<file path="src/rtl/uart_tx_arbiter_if.sv">
`default_nettype none
// +----------------------------------------------------------------------------+
// | uart_tx_arbiter_if : requester byte lanes and UART transmitter handshake   |
// | Rev 1.0                                                                    |
// +----------------------------------------------------------------------------+
interface uart_tx_arbiter_if #(
  parameter int NREQ = 3
);
  logic [NREQ-1:0]   req_valid;
  logic [NREQ*8-1:0] req_data;
  logic [NREQ-1:0]   req_last;
  logic [NREQ-1:0]   req_ready;
  logic              tx_start;
  logic [7:0]        tx_data;
  logic              tx_txe;
  logic [NREQ-1:0]   grant;
  logic              busy;
  logic              timeout_err;

  modport master (
    input  req_valid, req_data, req_last, tx_txe,
    output req_ready, tx_start, tx_data, grant, busy, timeout_err
  );

  modport slave (
    output req_valid, req_data, req_last, tx_txe,
    input  req_ready, tx_start, tx_data, grant, busy, timeout_err
  );
endinterface
`default_nettype wire

</file>
<file path="src/rtl/uart_tx_arbiter.sv">
`default_nettype none
// +----------------------------------------------------------------------------+
// | uart_tx_arbiter : round-robin, packet-locked sharing of one UART TX        |
// | Rev 1.0                                                                    |
// +----------------------------------------------------------------------------+
module uart_tx_arbiter #(
  parameter int NREQ         = 3,
  parameter int IDLE_TIMEOUT = 64
) (
  input  wire logic         clk,
  input  wire logic         nrst,
  uart_tx_arbiter_if.master bus_io
);

  localparam int OW  = ($clog2(NREQ) > 1) ? $clog2(NREQ) : 1;
  localparam int WDW = (IDLE_TIMEOUT > 0) ? $clog2(IDLE_TIMEOUT + 1) : 1;

  localparam logic [WDW-1:0] c_WD_LAST    = WDW'((IDLE_TIMEOUT > 0) ? IDLE_TIMEOUT - 1 : 0);
  localparam logic [OW-1:0]  c_LAST_RESET = OW'(NREQ - 1);

  localparam logic [1:0] c_ST_ARB  = 2'd0;
  localparam logic [1:0] c_ST_LOCK = 2'd1;
  localparam logic [1:0] c_ST_GAP  = 2'd2;

  logic [1:0]      state_q, state_d;
  logic [OW-1:0]   owner_q, owner_d;
  logic [OW-1:0]   last_owner_q, last_owner_d;
  logic [WDW-1:0]  wd_q, wd_d;
  logic [NREQ-1:0] grant_q, grant_d;
  logic            busy_q, busy_d;
  logic            tout_q, tout_d;

  logic            w_pick_vld;
  logic [OW-1:0]   w_pick_idx;
  logic            w_own_valid;
  logic            w_own_last;
  logic [7:0]      w_own_data;
  logic [NREQ-1:0] w_own_onehot;
  logic            w_acc;
  logic [NREQ-1:0] w_req_ready;
  logic            w_tx_start;
  logic [7:0]      w_tx_data;

  // Rotating scan starting just after the previous owner.
  always_comb begin
    int cand;
    w_pick_vld = 1'b0;
    w_pick_idx = '0;
    cand       = 0;
    for (int k = 1; k <= NREQ; k++) begin
      cand = int'(last_owner_q) + k;
      if (cand >= NREQ) begin
        cand = cand - NREQ;
      end
      if (!w_pick_vld && bus_io.req_valid[cand[OW-1:0]]) begin
        w_pick_vld = 1'b1;
        w_pick_idx = cand[OW-1:0];
      end
    end
  end

  assign w_own_valid  = bus_io.req_valid[owner_q];
  assign w_own_last   = bus_io.req_last[owner_q];
  assign w_own_data   = bus_io.req_data[{owner_q, 3'b000} +: 8];
  assign w_own_onehot = NREQ'(1) << owner_q;
  assign w_acc        = (state_q == c_ST_LOCK) && w_own_valid && bus_io.tx_txe;

  always_ff @(posedge clk) begin
    if (!nrst) begin
      state_q      <= c_ST_ARB;
      owner_q      <= '0;
      last_owner_q <= c_LAST_RESET;
      wd_q         <= '0;
      grant_q      <= '0;
      busy_q       <= 1'b0;
      tout_q       <= 1'b0;
    end else begin
      state_q      <= state_d;
      owner_q      <= owner_d;
      last_owner_q <= last_owner_d;
      wd_q         <= wd_d;
      grant_q      <= grant_d;
      busy_q       <= busy_d;
      tout_q       <= tout_d;
    end
  end

  always_comb begin
    state_d      = state_q;
    owner_d      = owner_q;
    last_owner_d = last_owner_q;
    wd_d         = wd_q;
    tout_d       = 1'b0;
    case (state_q)
      c_ST_ARB: begin
        wd_d = '0;
        if (w_pick_vld) begin
          state_d = c_ST_LOCK;
          owner_d = w_pick_idx;
        end
      end
      c_ST_LOCK: begin
        if (w_acc) begin
          wd_d = '0;
          if (w_own_last) begin
            state_d      = c_ST_ARB;
            last_owner_d = owner_q;
          end else begin
            state_d = c_ST_GAP;
          end
        end else if (w_own_valid) begin
          // Owner is ready but the transmitter is not: not an idle owner.
          wd_d = '0;
        end else if ((IDLE_TIMEOUT != 0) && (wd_q == c_WD_LAST)) begin
          state_d      = c_ST_ARB;
          last_owner_d = owner_q;
          tout_d       = 1'b1;
          wd_d         = '0;
        end else begin
          wd_d = wd_q + 1'b1;
        end
      end
      c_ST_GAP: begin
        state_d = c_ST_LOCK;
      end
      default: begin
        state_d = c_ST_ARB;
      end
    endcase
    busy_d  = (state_d != c_ST_ARB);
    grant_d = busy_d ? (NREQ'(1) << owner_d) : '0;
  end

  always_comb begin
    w_req_ready = '0;
    w_tx_start  = 1'b0;
    w_tx_data   = 8'h00;
    if ((state_q == c_ST_LOCK) && bus_io.tx_txe) begin
      w_req_ready = w_own_onehot;
    end
    if (w_acc) begin
      w_tx_start = 1'b1;
      w_tx_data  = w_own_data;
    end
  end

  assign bus_io.req_ready   = w_req_ready;
  assign bus_io.tx_start    = w_tx_start;
  assign bus_io.tx_data     = w_tx_data;
  assign bus_io.grant       = grant_q;
  assign bus_io.busy        = busy_q;
  assign bus_io.timeout_err = tout_q;

endmodule
`default_nettype wire

</file>
<file path="src/flat_wrapper.sv">
// flat-port wrapper written by rule: the top's interface ports become plain ports
module uart_tx_arbiter_flat 
#(
  parameter int NREQ         = 3,
  parameter int IDLE_TIMEOUT = 64
)
  (clk, nrst, bus_io_req_valid, bus_io_req_data, bus_io_req_last, bus_io_tx_txe, bus_io_req_ready, bus_io_tx_start, bus_io_tx_data, bus_io_grant, bus_io_busy, bus_io_timeout_err);
  uart_tx_arbiter_if #(.NREQ(NREQ)) bus_io_i ();
  input  wire logic clk;
  input  wire logic nrst;
  input wire logic [$bits(bus_io_i.req_valid)-1:0] bus_io_req_valid;
  input wire logic [$bits(bus_io_i.req_data)-1:0] bus_io_req_data;
  input wire logic [$bits(bus_io_i.req_last)-1:0] bus_io_req_last;
  input wire logic [$bits(bus_io_i.tx_txe)-1:0] bus_io_tx_txe;
  output wire logic [$bits(bus_io_i.req_ready)-1:0] bus_io_req_ready;
  output wire logic [$bits(bus_io_i.tx_start)-1:0] bus_io_tx_start;
  output wire logic [$bits(bus_io_i.tx_data)-1:0] bus_io_tx_data;
  output wire logic [$bits(bus_io_i.grant)-1:0] bus_io_grant;
  output wire logic [$bits(bus_io_i.busy)-1:0] bus_io_busy;
  output wire logic [$bits(bus_io_i.timeout_err)-1:0] bus_io_timeout_err;
  assign bus_io_i.req_valid = bus_io_req_valid;
  assign bus_io_i.req_data = bus_io_req_data;
  assign bus_io_i.req_last = bus_io_req_last;
  assign bus_io_i.tx_txe = bus_io_tx_txe;
  assign bus_io_req_ready = bus_io_i.req_ready;
  assign bus_io_tx_start = bus_io_i.tx_start;
  assign bus_io_tx_data = bus_io_i.tx_data;
  assign bus_io_grant = bus_io_i.grant;
  assign bus_io_busy = bus_io_i.busy;
  assign bus_io_timeout_err = bus_io_i.timeout_err;
  uart_tx_arbiter #(.NREQ(NREQ), .IDLE_TIMEOUT(IDLE_TIMEOUT)) u_core (.clk(clk), .nrst(nrst), .bus_io(bus_io_i));
endmodule
</file>
<file path="config.mk">
export PLATFORM = sky130hd
export DESIGN_NAME = uart_tx_arbiter_flat
export DESIGN_NICKNAME = d
export VERILOG_FILES = /design/src/rtl/uart_tx_arbiter_if.sv /design/src/rtl/uart_tx_arbiter.sv /design/src/flat_wrapper.sv
export SDC_FILE = /design/constraint.sdc
export NUM_CORES = 1
export LEC_CHECK = 0
export CORE_UTILIZATION = 40
export CTS_CLUSTER_DIAMETER = 30
export DETAILED_ROUTE_END_ITERATION = 6
export DONT_BUFFER_PORTS = 1
export PLACE_DENSITY = 0.5
export SYNTH_ARGS = -nofsm -noshare
export SYNTH_HDL_FRONTEND = slang
export SYNTH_SLANG_ARGS = --single-unit
</file>
<file path="constraint.sdc">
create_clock -name clk -period 4.6 [get_ports clk]
set_clock_uncertainty 0.2 [all_clocks]
set_input_delay 0.46 -clock clk [delete_from_list [all_inputs] [get_ports clk]]
set_output_delay 0.46 -clock clk [all_outputs]
set_load 0.02 [all_outputs]
</file>
==> impl_metrics.json, run 1 <==
{
  "status": "finished, final reports clean",
  "cts_buffers": 3,
  "io_buffers": 0,
  "cts_sinks": 18,
  "maxCapViolCount": 0,
  "fin_crit_sh": 0.644,
  "antenna_found_initial": 0,
  "antenna_cells": 0,
  "yosysWarningCount": 0,
  "crit_end": "bus_io_tx_data[2]",
  "dp.final_hpwl_um": 2000,
  "power_leakage_uw": 0.000537,
  "worst_slew_pin_slew_ps": 721,
  "fillers": 304,
  "syn_area_mm2": 0.00127,
  "first_global_vias": 981,
  "die_y_um": 58.3,
  "start_util": 0.419,
  "path_max_fanout": 17,
  "clk_pin_slew_ps": 110,
  "syn_to_final_growth_pct": 4.25,
  "wl_per_cell_um": 13.5,
  "pin_count": 50,
  "crit_arrival_ps": 2300,
  "track_usage": 0.171,
  "synth_edf_count": 0,
  "cts_tree": "done",
  "ys_seq_area_frac": 0.284,
  "synthCells": 157,
  "final-setup-viol-count": 0,
  "min_period_ps": 2960,
  "required_ps": 3940,
  "rsz0062_at_grt": "false",
  "placed_cell_area_mm2": 0.00128,
  "drtPass1Iterations": 4,
  "min_path_type": "input pin to flip-flop",
  "core_mm2": 0.00303,
  "grt_pass1_wl_um": 4540,
  "clockBufferDepth": 2,
  "r2r_slack_ps": 2180,
  "fmax_mhz": 337,
  "synth_top_cell_area_share": 0.284,
  "final_hold_viol_count": 0,
  "start_kind": "flip-flop",
  "setup_tns_ps": 0,
  "globalplace.congestion": 0.799,
  "synth-seq-cells": 18,
  "wl_um": 2660,
  "seqCellArea_um2": 360,
  "setup.worst_path.start": "u_core.owner_q[1]",
  "ant_nets": 0,
  "clock_latency_ps": 300,
  "num_vias": 1080,
  "post_cts_buffers": 0,
  "avgViaCountPerCell": 5.48,
  "path_class": "flip-flop to output port",
  "grt-ovfl-total": 0,
  "fin_area_mm2": 0.00132,
  "die-area_mm2": 0.00340,
  "synth_top_cell_by_area": "dfxtp_1",
  "grt_max_degree": 18,
  "drc": 0,
  "syn_nets": 194,
  "r2r_end": "u_core.last_owner_q[0]",
  "synthFlopType": "dfxtp_1",
  "worst_setup_path_end_kind": "output port",
  "synth-async-reset-ratio": 0,
  "irDropWorstVdd_mv": 0.104,
  "chipWidth_um": 58.3,
  "hold_buffers": 0,
  "ff2ff_path_depth": 6,
  "maxSlewViolCount": 0,
  "cts-resized-gates": 0,
  "synth_top_cells_by_area": "dfxtp_1, mux2i_1, nor2_1",
  "synth_cell_types": 47,
  "netlist_top_cells_count": "nor2_1, dfxtp_1, mux2i_1, a21oi_1, nand2_1",
  "first_iter_violations": 73,
  "multiInputGateArea_um2": 840,
  "layout-drive-gt1-share": 0.0784,
  "cts_max_level": 1,
  "final_nets": 191,
  "synth.most_common_cell": "nor2_1",
  "slew_headroom": 0.518,
  "avgSynthCellArea_um2": 8.07,
  "r2r-start": "u_core.owner_q[0]",
  "power_density_mw_per_mm2": 296,
  "ctsRootBufferMaster": "clkbuf_4",
  "rows": 20
}
sequential cells by signal (all words and copies together), names as in the netlist:
name / cells
u_core.wd_q: 7
u_core.bus_io.grant: 3
u_core.last_owner_q: 2
u_core.owner_q: 2
u_core.state_q: 2
u_core.bus_io.busy: 1
u_core.bus_io.timeout_err: 1
report_power, final:
group / internal, uW / switching, uW / leakage [uW] / total, uW
combinational: 42.7 / 57.9 / 0.000370 / 101
clock: 48.3 / 53.4 / 0.0000210 / 102
sequential: 167 / 21.2 / 0.000147 / 188
total: 258 / 133 / 0.000537 / 391
logic make-up after synthesis:
| family | synth area share |
|---|---|
| fa+ha+maj | 0.0395 |
| mux | 0.112 |
| flops | 0.284 |
| buf+inv | 0.0533 |
| compound gates | 0.238 |
| simple gates | 0.273 |
metrics by stage:
stage | setup WS (ps) | instances | utilization | total power (uW) | hold slack [ps]
3_5_place_dp | 1930 | 193 | 0.424 | 292 | 257
5_1_grt | 1380 | 197 | 0.436 | 418 | 16.6
3_3_place_gp | 2020 | 193 | 0.424 | 291 | 248
4_1_cts | 1600 | 197 | 0.436 | 394 | 37.8
6_report | 1640 | 197 | 0.436 | 391 | 44.6
2_1_floorplan | 2400 | 157 | - | 280 | 238
routing by layer:
layer / track usage / part of all wire
met2: 0.278 / 0.46
met5: 0 / 0
met4: 0.0238 / 0.0015
met1: 0.228 / 0.47
met3: 0.0549 / 0.073
worst max-delay path, cell delays in order (launching register included):
cell     delay [ps]
dfxtp_1         810
mux2i_1         190
o21ai_2         260
nand3_1         330
nor2_1          420
how the worst min path moves through the flow:
stage	slack (ps)	endpoint	depth (start not counted)	from
floorplan	240	u_core.wd_q[6]	1	u_core.wd_q[6]
global placement	250	u_core.wd_q[6]	1	u_core.wd_q[6]
detailed placement	260	u_core.wd_q[6]	1	u_core.wd_q[6]
CTS	40	u_core.last_owner_q[1]	1	nrst
global route	20	u_core.last_owner_q[1]	1	nrst
finish	40	u_core.last_owner_q[1]	1	nrst
cell type report:
| type | instances | area share |
|---|---|---|
| multi-input combinational | 123 | 0.635 |
| tap | 44 | 0.0417 |
| clock buffer | 4 | 0.0275 |
| inverter | 8 | 0.0227 |
| sequential | 18 | 0.273 |
placed cells by master, fill, tap and decap left out, drive strengths merged, types with 4 or more instances in the layout:
cell,instances
nand2b,6
a21oi,10
dfxtp,18
mux2i,13
nor2b,6
ha,4
nor2,24
and3,4
clkbuf,4
nand2,9
inv,8
o21ai,7
Note: power is estimated with default switching activity, not from simulation.
==> inputs of run 2 (changes only) <==
Settings changed: PLACE_DENSITY 0.5 to 0.52.
Clock period 4.6 ns to 2.6 ns, I/O delays scaled along.
==> impl_metrics.json, run 2 (synthesis results as in run 1) <==
{
  "fin_crit_sh": 0.921,
  "final-setup-viol-count": 0,
  "ctsRootBufferMaster": "clkbuf_4",
  "multiInputGateArea_um2": 840,
  "seqCellArea_um2": 360,
  "path_class": "flip-flop to flip-flop",
  "final_hold_viol_count": 0,
  "num_vias": 1132,
  "setup_tns_ps": 0,
  "power_leakage_uw": 0.000580,
  "combPwrFrac": 0.306,
  "ff2ff_path_depth": 7,
  "hold_start": "nrst",
  "largest_register_ffs": 7,
  "clk_pin_slew_ps": 100,
  "required_ps": 2600,
  "antenna_cells": 0,
  "globalplace.congestion": 0.806,
  "layout_common_cells": "nor2_1, dfxtp_1, mux2i_1",
  "grt_pass1_wl_um": 4830,
  "drc": 0,
  "status": "finished, final reports clean",
  "whs_path_depth": 3,
  "first_global_vias": 1095,
  "min_period_ps": 2390,
  "cts_max_level": 1,
  "worst_slew_pin_slew_ps": 643,
  "internal_power_uw": 436,
  "start_util": 0.419,
  "cts-resized-gates": 0,
  "pin_count": 50,
  "placed_cell_area_mm2": 0.00134,
  "clock_latency_ps": 290,
  "switching_share": 0.345,
  "r2r_slack_ps": 210,
  "crit_arrival_ps": 2390,
  "post_cts_buffers": 0,
  "track_usage": 0.185,
  "r2r_end": "u_core.bus_io.grant[2]",
  "fin_area_mm2": 0.00139,
  "maxSlewViolCount": 0,
  "dp.final_hpwl_um": 2150,
  "worst_setup_path_end_kind": "flip-flop",
  "avgViaCountPerCell": 5.50,
  "core_mm2": 0.00303,
  "power_density_mw_per_mm2": 479,
  "layout-drive-gt1-share": 0.111,
  "min_path_type": "input pin to flip-flop",
  "io_buffers": 0,
  "layout_commonest_cell": "nor2_1",
  "grt-ovfl-total": 0,
  "slew_headroom": 0.568,
  "drtPass1Iterations": 4,
  "place_inst": 200,
  "wl_um": 2840,
  "largest_register": "u_core.wd_q",
  "switchingPower_uw": 230,
  "rsz0062_at_grt": "false",
  "min_to": "u_core.state_q[0]",
  "p_clk_frac": 0.205,
  "start_kind": "flip-flop",
  "first_iter_violations": 44,
  "fillers": 299,
  "cts_buffers": 3,
  "irDropWorstVdd_mv": 0.148,
  "chipWidth_um": 58.3,
  "r2r-start": "u_core.last_owner_q[0]",
  "die_y_um": 58.3,
  "clockBufferDepth": 2,
  "antenna_found_initial": 0,
  "wl_per_cell_um": 13.8,
  "cts_tree": "done",
  "seqPwrFrac": 0.488,
  "ant_nets": 0,
  "fmax_mhz": 418,
  "syn_to_final_growth_pct": 9.67,
  "fin_cells": 206,
  "path_max_fanout": 6,
  "hold_buffers": 2,
  "maxCapViolCount": 0,
  "rows": 20,
  "die-area_mm2": 0.00340,
  "cts_sinks": 18,
  "grt_max_degree": 14,
  "final_nets": 201
}
run 2: cell count changes in the layout (fill, tap and decap cells not counted), sizes merged:
cell	previous run	this run
dlygate4sd3	0	3
buf	0	7
clkbuf	4	3
run 2: layout make-up:
type / count / area share
Multi-Input combinational cell: 123 / 0.604
Tap cell: 44 / 0.0396
Clock buffer: 3 / 0.0162
Inverter: 8 / 0.0216
Sequential cell: 18 / 0.259
Timing Repair Buffer: 10 / 0.0594
run 2: metal layers:
metal,vias up,track usage,wire length [um]
li1,571,-,-
met1,507,0.221,1320
met2,50,0.327,1340
met3,4,0.0440,151
met4,0,0.0578,26
met5,-,0,0
run 2: worst max path at each step:
stage / endpoint / slack (ps) / depth (start not counted) / startpoint
global route: u_core.bus_io.grant[2] / 30 / 7 / u_core.last_owner_q[0]
floorplan: u_core.bus_io.grant[2] / 400 / 7 / u_core.last_owner_q[0]
finish: u_core.bus_io.grant[2] / 210 / 7 / u_core.last_owner_q[0]
global placement: u_core.bus_io.grant[2] / 320 / 7 / u_core.last_owner_q[0]
CTS: u_core.bus_io.grant[2] / 200 / 7 / u_core.last_owner_q[0]
detailed placement: u_core.bus_io.grant[2] / 230 / 7 / u_core.last_owner_q[0]
run 2: critical path: stages, from the launching register on:
cell      delay [ps]
dfxtp_1          420
inv_1            100
ha_1             280
a22o_1           270
o21a_1           220
o41ai_2          400
o211ai_2         210
and3_1           200
run 2: through the flow:
stage	total power (uW)	util	worst slack (ps)	hold WS, ps
floorplan	495	-	400	213
global placement	524	0.442	319	157
detailed placement	528	0.442	234	158
CTS	669	0.456	203	12.7
global route	718	0.459	30.3	61.6
finish	665	0.459	205	57.7
run 2: power groups by stage:
| stage | registers, uW | clock network [uW] | logic (uW) |
|---|---|---|---|
| 2_1_floorplan | 322 | 0 | 173 |
| 3_3_place_gp | 332 | 0 | 192 |
| 3_5_place_dp | 332 | 0 | 196 |
| 4_1_cts | 325 | 142 | 202 |
| 5_1_grt | 329 | 161 | 228 |
| 6_report | 325 | 137 | 204 |
